<file path="config.mk">
export PLATFORM = sky130hd
export DESIGN_NAME = csr_access_ctrl
export DESIGN_NICKNAME = d
export VERILOG_FILES = /design/src/rtl/csr_access_ctrl.sv
export SDC_FILE = /design/constraint.sdc
export NUM_CORES = 1
export LEC_CHECK = 0
export CAP_MARGIN = 20
export CORE_ASPECT_RATIO = 0.5
export CORE_MARGIN = 3
export CORE_UTILIZATION = 30
export CTS_CLUSTER_SIZE = 16
export DETAILED_ROUTE_END_ITERATION = 6
export HOLD_SLACK_MARGIN = 0.05
export PLACE_DENSITY = 0.55
export SYNTH_ARGS = -nofsm -noshare
export SYNTH_HDL_FRONTEND = slang
export SYNTH_SLANG_ARGS = --single-unit
export TNS_END_PERCENT = 5
</file>
<file path="constraint.sdc">
create_clock -name clk -period 2.2 [get_ports clk]
set_clock_uncertainty 0.05 [all_clocks]
set_input_delay 0.44 -clock clk [delete_from_list [all_inputs] [get_ports clk]]
set_output_delay 0.44 -clock clk [all_outputs]
set_load 0.03 [all_outputs]
</file>
<file path="src/rtl/csr_access_ctrl.sv">
// csr_access_ctrl: sequencer/arbiter for the single-port CSR file.
// Two requesters share the port: the CSR-instruction path (CSRRW/S/C
// read-modify-write) and the trap path (trap entry writes mepc/mcause and
// reads mtvec; mret reads mepc). One transaction is in flight at a time.
//
// Handshake: a requester raises valid with its payload and holds both until
// it sees ready high at a rising edge; that edge is the accept edge. ready is
// only ever high in IDLE, trap_ready is unconditional there and insn_ready is
// suppressed while trap_valid is high, so a trap always wins a tie. Payload
// is captured on the accept edge and the inputs are ignored afterwards.
//
// All FSM-driven outputs (CSR port, done pulses, returned data) are
// registered and computed for the state being entered. Every output is
// forced to 0 while rst_n is low, which also suppresses a CSR write that
// would otherwise land on the reset edge.

module csr_access_ctrl #(
    parameter int          WORD_LEN    = 32,
    parameter logic [11:0] ADDR_MEPC   = 12'h341,
    parameter logic [11:0] ADDR_MCAUSE = 12'h342,
    parameter logic [11:0] ADDR_MTVEC  = 12'h305
) (
    input  logic                clk,
    input  logic                rst_n,
    // CSR instruction port
    input  logic                insn_valid,
    output logic                insn_ready,
    input  logic [1:0]          insn_cmd,
    input  logic [11:0]         insn_addr,
    input  logic [WORD_LEN-1:0] insn_wdata,
    output logic [WORD_LEN-1:0] insn_rdata,
    output logic                insn_done,
    // trap port
    input  logic                trap_valid,
    input  logic                trap_kind,
    input  logic [WORD_LEN-1:0] trap_pc,
    input  logic [WORD_LEN-1:0] trap_cause,
    output logic                trap_ready,
    output logic                trap_done,
    output logic [WORD_LEN-1:0] trap_target,
    // CSR file port
    output logic [11:0]         csr_addr,
    output logic                csr_wen,
    output logic [WORD_LEN-1:0] csr_wdata,
    input  logic [WORD_LEN-1:0] csr_rdata,
    // status
    output logic                busy
);

    localparam logic [1:0] CMD_RO = 2'd0;
    localparam logic [1:0] CMD_W  = 2'd1;
    localparam logic [1:0] CMD_S  = 2'd2;
    localparam logic [1:0] CMD_C  = 2'd3;

    // mtvec is used in direct mode only: the low two mode bits are dropped.
    localparam logic [WORD_LEN-1:0] VEC_MASK = ~WORD_LEN'(3);

    typedef enum logic [3:0] {
        S_IDLE    = 4'd0,
        S_I_RD    = 4'd1,
        S_I_WR    = 4'd2,
        S_I_DONE  = 4'd3,
        S_T_EPC   = 4'd4,
        S_T_CAUSE = 4'd5,
        S_T_VEC   = 4'd6,
        S_R_EPC   = 4'd7,
        S_T_DONE  = 4'd8
    } state_t;

    // state_q is the debug view of the sequencer for hierarchical probes.
    state_t              state_q;

    // captured instruction payload
    logic [1:0]          cmd_q;
    logic [11:0]         addr_q;
    logic [WORD_LEN-1:0] operand_q;
    // captured trap payload (the PC is held in csr_wdata_q for the mepc write)
    logic [WORD_LEN-1:0] cause_q;
    // old CSR value read during I_RD
    logic [WORD_LEN-1:0] old_q;

    // registered outputs
    logic [11:0]         csr_addr_q;
    logic                csr_wen_q;
    logic [WORD_LEN-1:0] csr_wdata_q;
    logic                insn_done_q;
    logic                trap_done_q;
    logic [WORD_LEN-1:0] insn_rdata_q;
    logic [WORD_LEN-1:0] trap_target_q;

    // read-modify-write result; evaluated during I_RD, where csr_rdata is
    // the old value of the captured address, and registered into I_WR
    logic [WORD_LEN-1:0] rmw_wdata;
    logic                rmw_wen;

    // Compute the write data/enable for the captured command from the old value.
    always_comb begin
        rmw_wdata = '0;
        rmw_wen   = 1'b0;
        case (cmd_q)
            CMD_W: begin
                rmw_wdata = operand_q;
                rmw_wen   = 1'b1;
            end
            CMD_S: begin
                rmw_wdata = csr_rdata | operand_q;
                rmw_wen   = |operand_q;
            end
            CMD_C: begin
                rmw_wdata = csr_rdata & ~operand_q;
                rmw_wen   = |operand_q;
            end
            default: begin
                rmw_wdata = '0;
                rmw_wen   = 1'b0;
            end
        endcase
    end

    // Sequencer: state, captured payload and all registered outputs.
    always_ff @(posedge clk) begin
        if (!rst_n) begin
            state_q       <= S_IDLE;
            cmd_q         <= CMD_RO;
            addr_q        <= '0;
            operand_q     <= '0;
            cause_q       <= '0;
            old_q         <= '0;
            csr_addr_q    <= '0;
            csr_wen_q     <= 1'b0;
            csr_wdata_q   <= '0;
            insn_done_q   <= 1'b0;
            trap_done_q   <= 1'b0;
            insn_rdata_q  <= '0;
            trap_target_q <= '0;
        end else begin
            insn_done_q <= 1'b0;
            trap_done_q <= 1'b0;
            case (state_q)
                S_IDLE: begin
                    if (trap_valid) begin
                        cause_q    <= trap_cause;
                        csr_addr_q <= ADDR_MEPC;
                        if (!trap_kind) begin
                            state_q     <= S_T_EPC;
                            csr_wen_q   <= 1'b1;
                            csr_wdata_q <= trap_pc;
                        end else begin
                            state_q     <= S_R_EPC;
                            csr_wen_q   <= 1'b0;
                            csr_wdata_q <= '0;
                        end
                    end else if (insn_valid) begin
                        cmd_q       <= insn_cmd;
                        addr_q      <= insn_addr;
                        operand_q   <= insn_wdata;
                        state_q     <= S_I_RD;
                        csr_addr_q  <= insn_addr;
                        csr_wen_q   <= 1'b0;
                        csr_wdata_q <= '0;
                    end
                end
                S_I_RD: begin
                    old_q       <= csr_rdata;
                    state_q     <= S_I_WR;
                    csr_addr_q  <= addr_q;
                    csr_wen_q   <= rmw_wen;
                    csr_wdata_q <= rmw_wdata;
                end
                S_I_WR: begin
                    state_q      <= S_I_DONE;
                    csr_addr_q   <= '0;
                    csr_wen_q    <= 1'b0;
                    csr_wdata_q  <= '0;
                    insn_done_q  <= 1'b1;
                    insn_rdata_q <= old_q;
                end
                S_I_DONE: begin
                    state_q <= S_IDLE;
                end
                S_T_EPC: begin
                    state_q     <= S_T_CAUSE;
                    csr_addr_q  <= ADDR_MCAUSE;
                    csr_wen_q   <= 1'b1;
                    csr_wdata_q <= cause_q;
                end
                S_T_CAUSE: begin
                    state_q     <= S_T_VEC;
                    csr_addr_q  <= ADDR_MTVEC;
                    csr_wen_q   <= 1'b0;
                    csr_wdata_q <= '0;
                end
                S_T_VEC: begin
                    state_q       <= S_T_DONE;
                    trap_target_q <= csr_rdata & VEC_MASK;
                    trap_done_q   <= 1'b1;
                    csr_addr_q    <= '0;
                    csr_wen_q     <= 1'b0;
                    csr_wdata_q   <= '0;
                end
                S_R_EPC: begin
                    state_q       <= S_T_DONE;
                    trap_target_q <= csr_rdata;
                    trap_done_q   <= 1'b1;
                    csr_addr_q    <= '0;
                    csr_wen_q     <= 1'b0;
                    csr_wdata_q   <= '0;
                end
                S_T_DONE: begin
                    state_q <= S_IDLE;
                end
                default: begin
                    state_q     <= S_IDLE;
                    csr_addr_q  <= '0;
                    csr_wen_q   <= 1'b0;
                    csr_wdata_q <= '0;
                end
            endcase
        end
    end

    // Drive the ports; everything reads 0 while reset is held.
    always_comb begin
        busy        = rst_n && (state_q != S_IDLE);
        trap_ready  = rst_n && (state_q == S_IDLE);
        insn_ready  = rst_n && (state_q == S_IDLE) && !trap_valid;
        csr_addr    = rst_n ? csr_addr_q    : '0;
        csr_wen     = rst_n && csr_wen_q;
        csr_wdata   = rst_n ? csr_wdata_q   : '0;
        insn_done   = rst_n && insn_done_q;
        trap_done   = rst_n && trap_done_q;
        insn_rdata  = rst_n ? insn_rdata_q  : '0;
        trap_target = rst_n ? trap_target_q : '0;
    end

    // Done pulses are single-cycle.
    a_insn_done_pulse : assert property (@(posedge clk) disable iff (!rst_n)
        insn_done |=> !insn_done);
    a_trap_done_pulse : assert property (@(posedge clk) disable iff (!rst_n)
        trap_done |=> !trap_done);
    // Writes only come from the three write states.
    a_wen_state : assert property (@(posedge clk) disable iff (!rst_n)
        csr_wen |-> (state_q == S_I_WR || state_q == S_T_EPC || state_q == S_T_CAUSE));

endmodule

</file>
After elaboration in Yosys (flattened, before gate mapping) --
Index checks and enable logic that the tools add are counted.
Word-level totals: bits in registers 225, word-level logic and storage cells 71
Operators by class: eq/ne operators 12, mux-type cells 24, bitwise logic cells 5, reduce and logical (&&, ||, !) cells 17
Operator list (count):
- $mux 32 | 6
- $pmux 32 s4 | 1
- $pmux 32 s3 | 1
- $pmux 32 s2 | 1
- $pmux 12 s5 | 1
- $mux 12 | 3
- $and 32x32->32 | 1
- $not 32->32 | 1
- $or 32x32->32 | 1
- $reduce_or 32->1 | 1
- $pmux 4 s6 | 1
- $eq 4x3->1 const B | 4
- $eq 4x2->1 const B | 2
- $mux 4 | 2
- $logic_and 1x1->1 | 6
- $reduce_or 2->1 | 3
- $mux 1 | 5
- $eq 2x2->1 const B | 2
- $eq 4x1->1 const B | 1
- $eq 4x4->1 const B | 1
- $logic_not 4->1 | 1
- $pmux 1 s4 | 1
- $reduce_and 2->1 | 2
- $reduce_bool 4->1 | 1
- 8 further kinds | 9

Depth between registers and ports, before layout --
Gate-level depths: netlist of the first run.
depth after elaboration 4, depth in mapped cells 7

Worst setup path before layout of the first run --
Ideal clock, no wire load.
kind reg2out, start point register state_q[2], end point output port insn_ready, data arrival time 1423 ps, setup slack 287 ps, cell stages (with the launch flop) 5, path through dfxtp_1 -> buf_6 -> nor4_4 -> clkbuf_1 -> and3_1
Between the ends: cells in the longest elaborated chain, start to end 3
RTL lines:
- start, declared | RTL line 71 | state_t state_q;
- start signal, assigned | RTL line 123 | state_q <= S_IDLE;
- start signal, assigned | RTL line 145 | state_q <= S_T_EPC;
- start signal, assigned | RTL line 149 | state_q <= S_R_EPC;
- $logic_not 4->1 | RTL line 226 | insn_ready = rst_n && (state_q == S_IDLE) && !trap_valid;
- $logic_and 1x1->1 (2 in series) | RTL line 226
- end, declared | RTL line 27 | output logic insn_ready,
No other way between the ends.

Worst setup path in the final report of the first run --
start point register state_q[1], end point output port trap_ready
Between the ends: cells in the longest elaborated chain, start to end 2
RTL lines:
- $logic_not 4->1 | RTL line 225 | trap_ready = rst_n && (state_q == S_IDLE);
- $logic_and 1x1->1 | RTL line 225
- end, declared | RTL line 38 | output logic trap_ready,
No other way between the ends.

==> flow_summary.json, run 1 <==
{
  "outcome": "complete, no violations",
  "timing.critical_path.required_ps": 1710,
  "design.final.nets": 1617,
  "layout_cell_share_with_drive_strength_beyond_1_pct": 15.8,
  "master_cell_of_the_clock_root_buffer": "clkbuf_16",
  "mean_cell_area_of_the_mapped_netlist_um2": 7.95,
  "drt_iter0_drc": 700,
  "p_sw_mw": 4.79,
  "fp.dieArea_um2": 35100,
  "insertedDiodeCount": 0,
  "global_route.usage.total_pct": 20.1,
  "seq_area_frac_synth_pct": 45.9,
  "min_tclk_post_route_ps": 2180,
  "hpwlAfterDp_um": 26800,
  "final.hold.worst_slack_ps": 395,
  "remaining_drc_errors": 0,
  "worst_pin_slew_ps": 929,
  "vias": 9540,
  "critical_path_peak_fanout": 4,
  "synthArstFlopShare_pct": 0,
  "cellLeakagePower_nw": 5.29,
  "grt_pass1_wl_um": 54700,
  "multi_input_area_um2": 4770,
  "power.share.combinational_pct": 33.8,
  "fin_util_pct": 44.1,
  "numCtsBuffers": 23,
  "critical_path_arrival_ps": 1690,
  "cpLargestDelayFamily": "simple AND/OR/NAND/NOR gates",
  "share_seq_of_total_power_pct": 36.2,
  "setup.reg_to_reg.worst_slack_ps": 180,
  "cp_slowest_stage_delay_ps": 370,
  "floorplan.rows": 46,
  "crit_chain": "nor4_4 > buf_4 > and2_1 > buf_6",
  "fin_ws_ps": 23.5,
  "synth.cell_area_um2": 9810,
  "power_frac_clock_pct": 30.0,
  "cts_max_level": 1,
  "pwr_cell_area_nw_per_um2": 980,
  "edff_count_synth": 0,
  "first_global_vias": 9153,
  "antenna_left": 0,
  "synthDistinctLibCells": 45,
  "finalHoldViolCount": 0,
  "placedCellCount": 1872,
  "synthesis.nets": 1381,
  "ys_warn_count": 0,
  "post-route-cell-area_um2": 14100,
  "hp-class": "reg2reg",
  "setup_tns_ps": 0,
  "critical-path-slowest-cell": "dfxtp_4",
  "peakVddDrop_mv": 0.544,
  "cellInternalPower_mw": 9.02,
  "critPathBufInv": 2,
  "stdcell_count": 1918,
  "detail_route.first_pass.iterations": 6,
  "chipWidth_um": 262,
  "endpoint_kind": "primary output",
  "cap_violations": 0,
  "power_mw": 13.8,
  "drt-vias-per-instance": 4.97,
  "clk_transition_reported_paths_ps": 70,
  "worst_skew_pair.late_latency_ps": 520,
  "area.sequential_um2": 4520,
  "grt_overflow_total": 0,
  "placedInstanceArea_um2": 13200,
  "ys_dominant_reg_cell": "dfxtp_1",
  "top_level_ports": 261,
  "grt_start_max_net_pins": 164,
  "standard_cell_core_area_um2": 31900,
  "ys_ff_latch": 225,
  "max_clock_freq_ghz": 0.459,
  "rsz_0062_raised_after_global_routing": "yes",
  "cts.path.max_buffers": 3,
  "detailedPlace.worstSlack_ps": 103,
  "portBuffers": 260,
  "floorplan.initialDensity_pct": 30.7,
  "p_sw_share_pct": 34.7,
  "cts_tree": "yes",
  "syn_to_final_growth_pct": 43.6,
  "finalWeightedCongestion": 0.890,
  "post_route_wl_um": 36400,
  "wire_per_inst_um": 19.0,
  "final_max_tran_viols": 0,
  "worst_slew_margin_rel_pct": 38.1,
  "postSynthCellCount": 1234,
  "start_kind": "register",
  "fillerInstances": 3211,
  "critPathKind": "reg2out",
  "final_min_period_over_clock_period_pct": 98.9,
  "clock-sinks": 225,
  "report.final.setup_viol": 0,
  "antenna_violations_before_repair": 0,
  "fp.dieH_um": 134
}
placed cells by master (no fill, tap or decap), drive strengths merged, types with 3 or more instances in the layout:
cell / n
a21oi: 210
a221oi: 3
a22o: 32
a22oi: 8
a32oi: 32
and2: 114
and3b: 32
buf: 174
bufinv: 3
clkbuf: 35
clkdlybuf4s50: 145
dfxtp: 225
inv: 5
nand2: 361
nand3: 4
nor2: 17
nor2b: 3
nor3: 3
nor4: 8
nor4b: 4
o21ai: 47
cell usage after synthesis, drive strengths merged (2+ instances only):
master,number,area (um^2)
nand2,361,1360
dfxtp,225,4500
a21oi,210,1050
and2,114,716
clkbuf,58,218
buf,50,335
o21ai,47,235
a22o,32,280
a32oi,32,280
and3b,32,280
nor2,17,66.3
a22oi,8,60.1
nor4,8,65.1
inv,4,15.0
nand3,4,32.5
nor4b,4,86.3
a221oi,3,32.5
nor2b,3,18.8
nor3,3,15.0
and3,2,12.5
nand3b,2,15.0
o21bai,2,15.0
o31ai,2,15.0
or4b,2,23.8
worst paths after layout:
path	from	cells past startpoint	end
min reg2reg	old_q[6]	2	insn_rdata_q[6]
min	old_q[6]	2	insn_rdata_q[6]
max	state_q[1]	4	trap_ready
max reg2reg	cmd_q[0]	5	csr_wdata_q[10]
logic make-up (layout without fill, tap and decap cells):
| logic type | count (synthesis) | in the layout | synth area share [%] |
|---|---|---|---|
| buffers and inverters | 112 | 364 | 5.79 |
| XOR/XNOR | 1 | 1 | 0.0893 |
| flip-flops | 225 | 225 | 45.9 |
| AND/OR/NAND/NOR | 556 | 556 | 27.7 |
| AO/OA/AOI/OAI | 340 | 340 | 20.6 |
power by group through the flow:
| stage | sequential [mW] | combinational, mW | clock [mW] |
|---|---|---|---|
| after floorplan | 4.94 | 2.88 | 0 |
| after global placement | 5.06 | 4.49 | 0 |
| after detailed placement | 5.08 | 4.55 | 0 |
| after CTS | 4.99 | 4.62 | 4.23 |
| after global routing | 5.07 | 5.05 | 4.39 |
| final | 5.00 | 4.67 | 4.14 |
final cells by class:
cell class	instances	share of cell area, %
inverter	4	0.142
tap	432	3.83
sequential	225	32.0
clock buffer	35	4.90
clock inverter	6	0.772
multi-input combinational	897	33.8
timing repair buffer	319	24.5
routing by layer:
metal	track usage (%)	routed length (um)	share of wire, %	vias up
met5	0	0	0	-
met4	5.56	985	2.7	0
met3	2.32	1640	4.5	51
met2	33.1	17300	48	238
met1	27.9	16500	45	4602
li1	-	-	-	4649
tightest hold or removal path: stages, from the launching register on:
cell     delay [ps]
dfxtp_1         310
nand2_1          50
a21oi_1          50
state kept, by name, summed over array words and instances, names as in the netlist:
signal,cells
addr_q,12
old_q,32
state_q,4
cause_q,32
csr_wdata_q,32
cmd_q,2
insn_rdata_q,32
trap_target_q,32
csr_addr_q,12
trap_done_q,1
insn_done_q,1
csr_wen_q,1
operand_q,32
repair_timing:
| item | 4_1_cts | 5_1_grt |
|---|---|---|
| hold buffers | 0 | 0 |
| endpoints found under the setup margin | 3 | 2 |
| setup buffers | 2 | 3 |
| pin swaps | 1 | 2 |
| resized for setup | 6 | 4 |
Note: power is estimated with default switching activity, not from simulation.
==> run 2, diff against run 1 <==
--- a/config.mk
+++ b/config.mk
@@ -12,7 +12,7 @@
 export CTS_CLUSTER_SIZE = 16
 export DETAILED_ROUTE_END_ITERATION = 6
 export HOLD_SLACK_MARGIN = 0.05
-export PLACE_DENSITY = 0.55
+export PLACE_DENSITY_LB_ADDON = 0.3
 export SYNTH_ARGS = -nofsm -noshare
 export SYNTH_HDL_FRONTEND = slang
 export SYNTH_SLANG_ARGS = --single-unit
==> flow_summary.json, run 2 (synthesis gave the netlist of run 1 again) <==
{
  "outcome": "complete, no violations",
  "standard_cell_core_area_um2": 31900,
  "antenna_violations_before_repair": 1,
  "portBuffers": 260,
  "grt_overflow_total": 0,
  "final.hold.worst_slack_ps": 397,
  "finalHoldViolCount": 0,
  "crit_top_cell": "buf_6",
  "report.final.setup_viol": 0,
  "clock-sinks": 225,
  "cts_tree": "yes",
  "pwr_cell_area_nw_per_um2": 961,
  "worst_skew_pair.late_latency_ps": 510,
  "post_route_wl_um": 35800,
  "crit_chain": "nor4_4 > buf_6 > and3_1 > buf_6",
  "drt_iter0_drc": 757,
  "worst_slew_margin_rel_pct": 65.6,
  "stdcell_count": 1911,
  "holdPathStages": 2,
  "antenna_left": 0,
  "placedCellCount": 1867,
  "critPathKind": "reg2out",
  "cts.hold.buffers_added": 0,
  "cell_count_of_the_worst_reg_to_reg_path": 5,
  "hpwlAfterDp_um": 26500,
  "global_route.usage.total_pct": 19.7,
  "final_min_period_over_clock_period_pct": 97.7,
  "design.final.nets": 1611,
  "syn_to_final_growth_pct": 42.2,
  "floorplan.initialDensity_pct": 30.7,
  "detail_route.first_pass.iterations": 5,
  "finalWeightedCongestion": 0.896,
  "cellLeakagePower_nw": 5.23,
  "fp.dieArea_um2": 35100,
  "remaining_drc_errors": 0,
  "cpLargestDelayFamily": "simple AND/OR/NAND/NOR gates",
  "most_common_cell_after_layout_fill_and_taps_aside": "nand2_1",
  "endpoint_kind": "primary output",
  "numCtsBuffers": 23,
  "critical-path-slowest-cell": "dfxtp_2",
  "vias": 9646,
  "grt_pass1_wl_um": 54400,
  "peakVddDrop_mv": 0.576,
  "placedInstanceArea_um2": 13200,
  "critical_path_depth": 4,
  "drt-vias-per-instance": 5.05,
  "grt_start_max_net_pins": 99,
  "setup.reg_to_reg.worst_slack_ps": 270,
  "min_tclk_post_route_ps": 2150,
  "top_library_cells_by_usage_in_the_layout_fill_and_taps_aside": "nand2_1, dfxtp_1, a21oi_1, clkdlybuf4s50_1, and2_1",
  "final_max_tran_viols": 0,
  "start_kind": "register",
  "critical_path_peak_fanout": 6,
  "cts.path.max_buffers": 3,
  "power_mw": 13.4,
  "fin_util_pct": 43.7,
  "chipWidth_um": 262,
  "layout_cell_share_with_drive_strength_beyond_1_pct": 15.3,
  "cp_slowest_stage_delay_ps": 350,
  "top_level_ports": 261,
  "fp.dieH_um": 134,
  "first_global_vias": 9376,
  "cts_max_level": 1,
  "post-route-cell-area_um2": 14000,
  "clk_transition_reported_paths_ps": 60,
  "max_clock_freq_ghz": 0.465,
  "hp-class": "reg2reg",
  "cap_violations": 0,
  "master_cell_of_the_clock_root_buffer": "clkbuf_16",
  "critPathBufInv": 2,
  "worst_pin_slew_ps": 514,
  "critical_path_arrival_ps": 1660,
  "wire_per_inst_um": 18.7,
  "floorplan.rows": 46,
  "timing.critical_path.required_ps": 1710
}
## run 2: routing by layer
layer  vias to the layer above  wire (um)  track usage (%)
li1                       4641          -                -
met1                      4616      15500             25.9
met2                       313      17200             33.4
met3                        76       1780             2.47
met4                         0       1320             6.79
met5                         -          0                0
## run 2: repair_timing
item | CTS | global route
setup endpoints to repair | 3 | 2
buffers inserted | 3 | 1
pin swaps | 1 | 1
gates resized for setup | 0 | 5
## run 2: where the power goes
group | switching (mW) | total [mW] | internal, mW
registers | 0.305 | 4.96 | 4.65
logic | 2.80 | 4.65 | 1.84
clock network | 1.61 | 3.81 | 2.20
## run 2: path summary, 6_finish.rpt
| path | startpoint | end |
|---|---|---|
| setup / recovery | state_q[3] | insn_ready |
| hold / removal | old_q[0] | insn_rdata_q[0] |
| setup reg to reg | state_q[0] | csr_wdata_q[10] |
| hold reg to reg | old_q[0] | insn_rdata_q[0] |
## run 2: layout make-up
cell class	instances	area, um^2
Clock buffer	31	656
Fill cell	3119	18000
Clock inverter	8	71.3
Tap cell	432	541
Timing Repair Buffer	313	3400
Antenna cell	1	2.50
Sequential cell	225	4510
Inverter	4	20.0
Multi-Input combinational cell	897	4770
## run 2: tightest hold or removal path: stages (launching register included)
cell,delay (ps)
dfxtp_1,310
nand2_1,50
a21oi_1,50
## run 2: through the flow
step / TNS, ps / worst slack (ps)
after global routing: -13.6 / -13.6
after global placement: 0 / 150
after detailed placement: 0 / 99.8
after floorplan: 0 / 287
final: 0 / 50.1
after CTS: 0 / 37.1
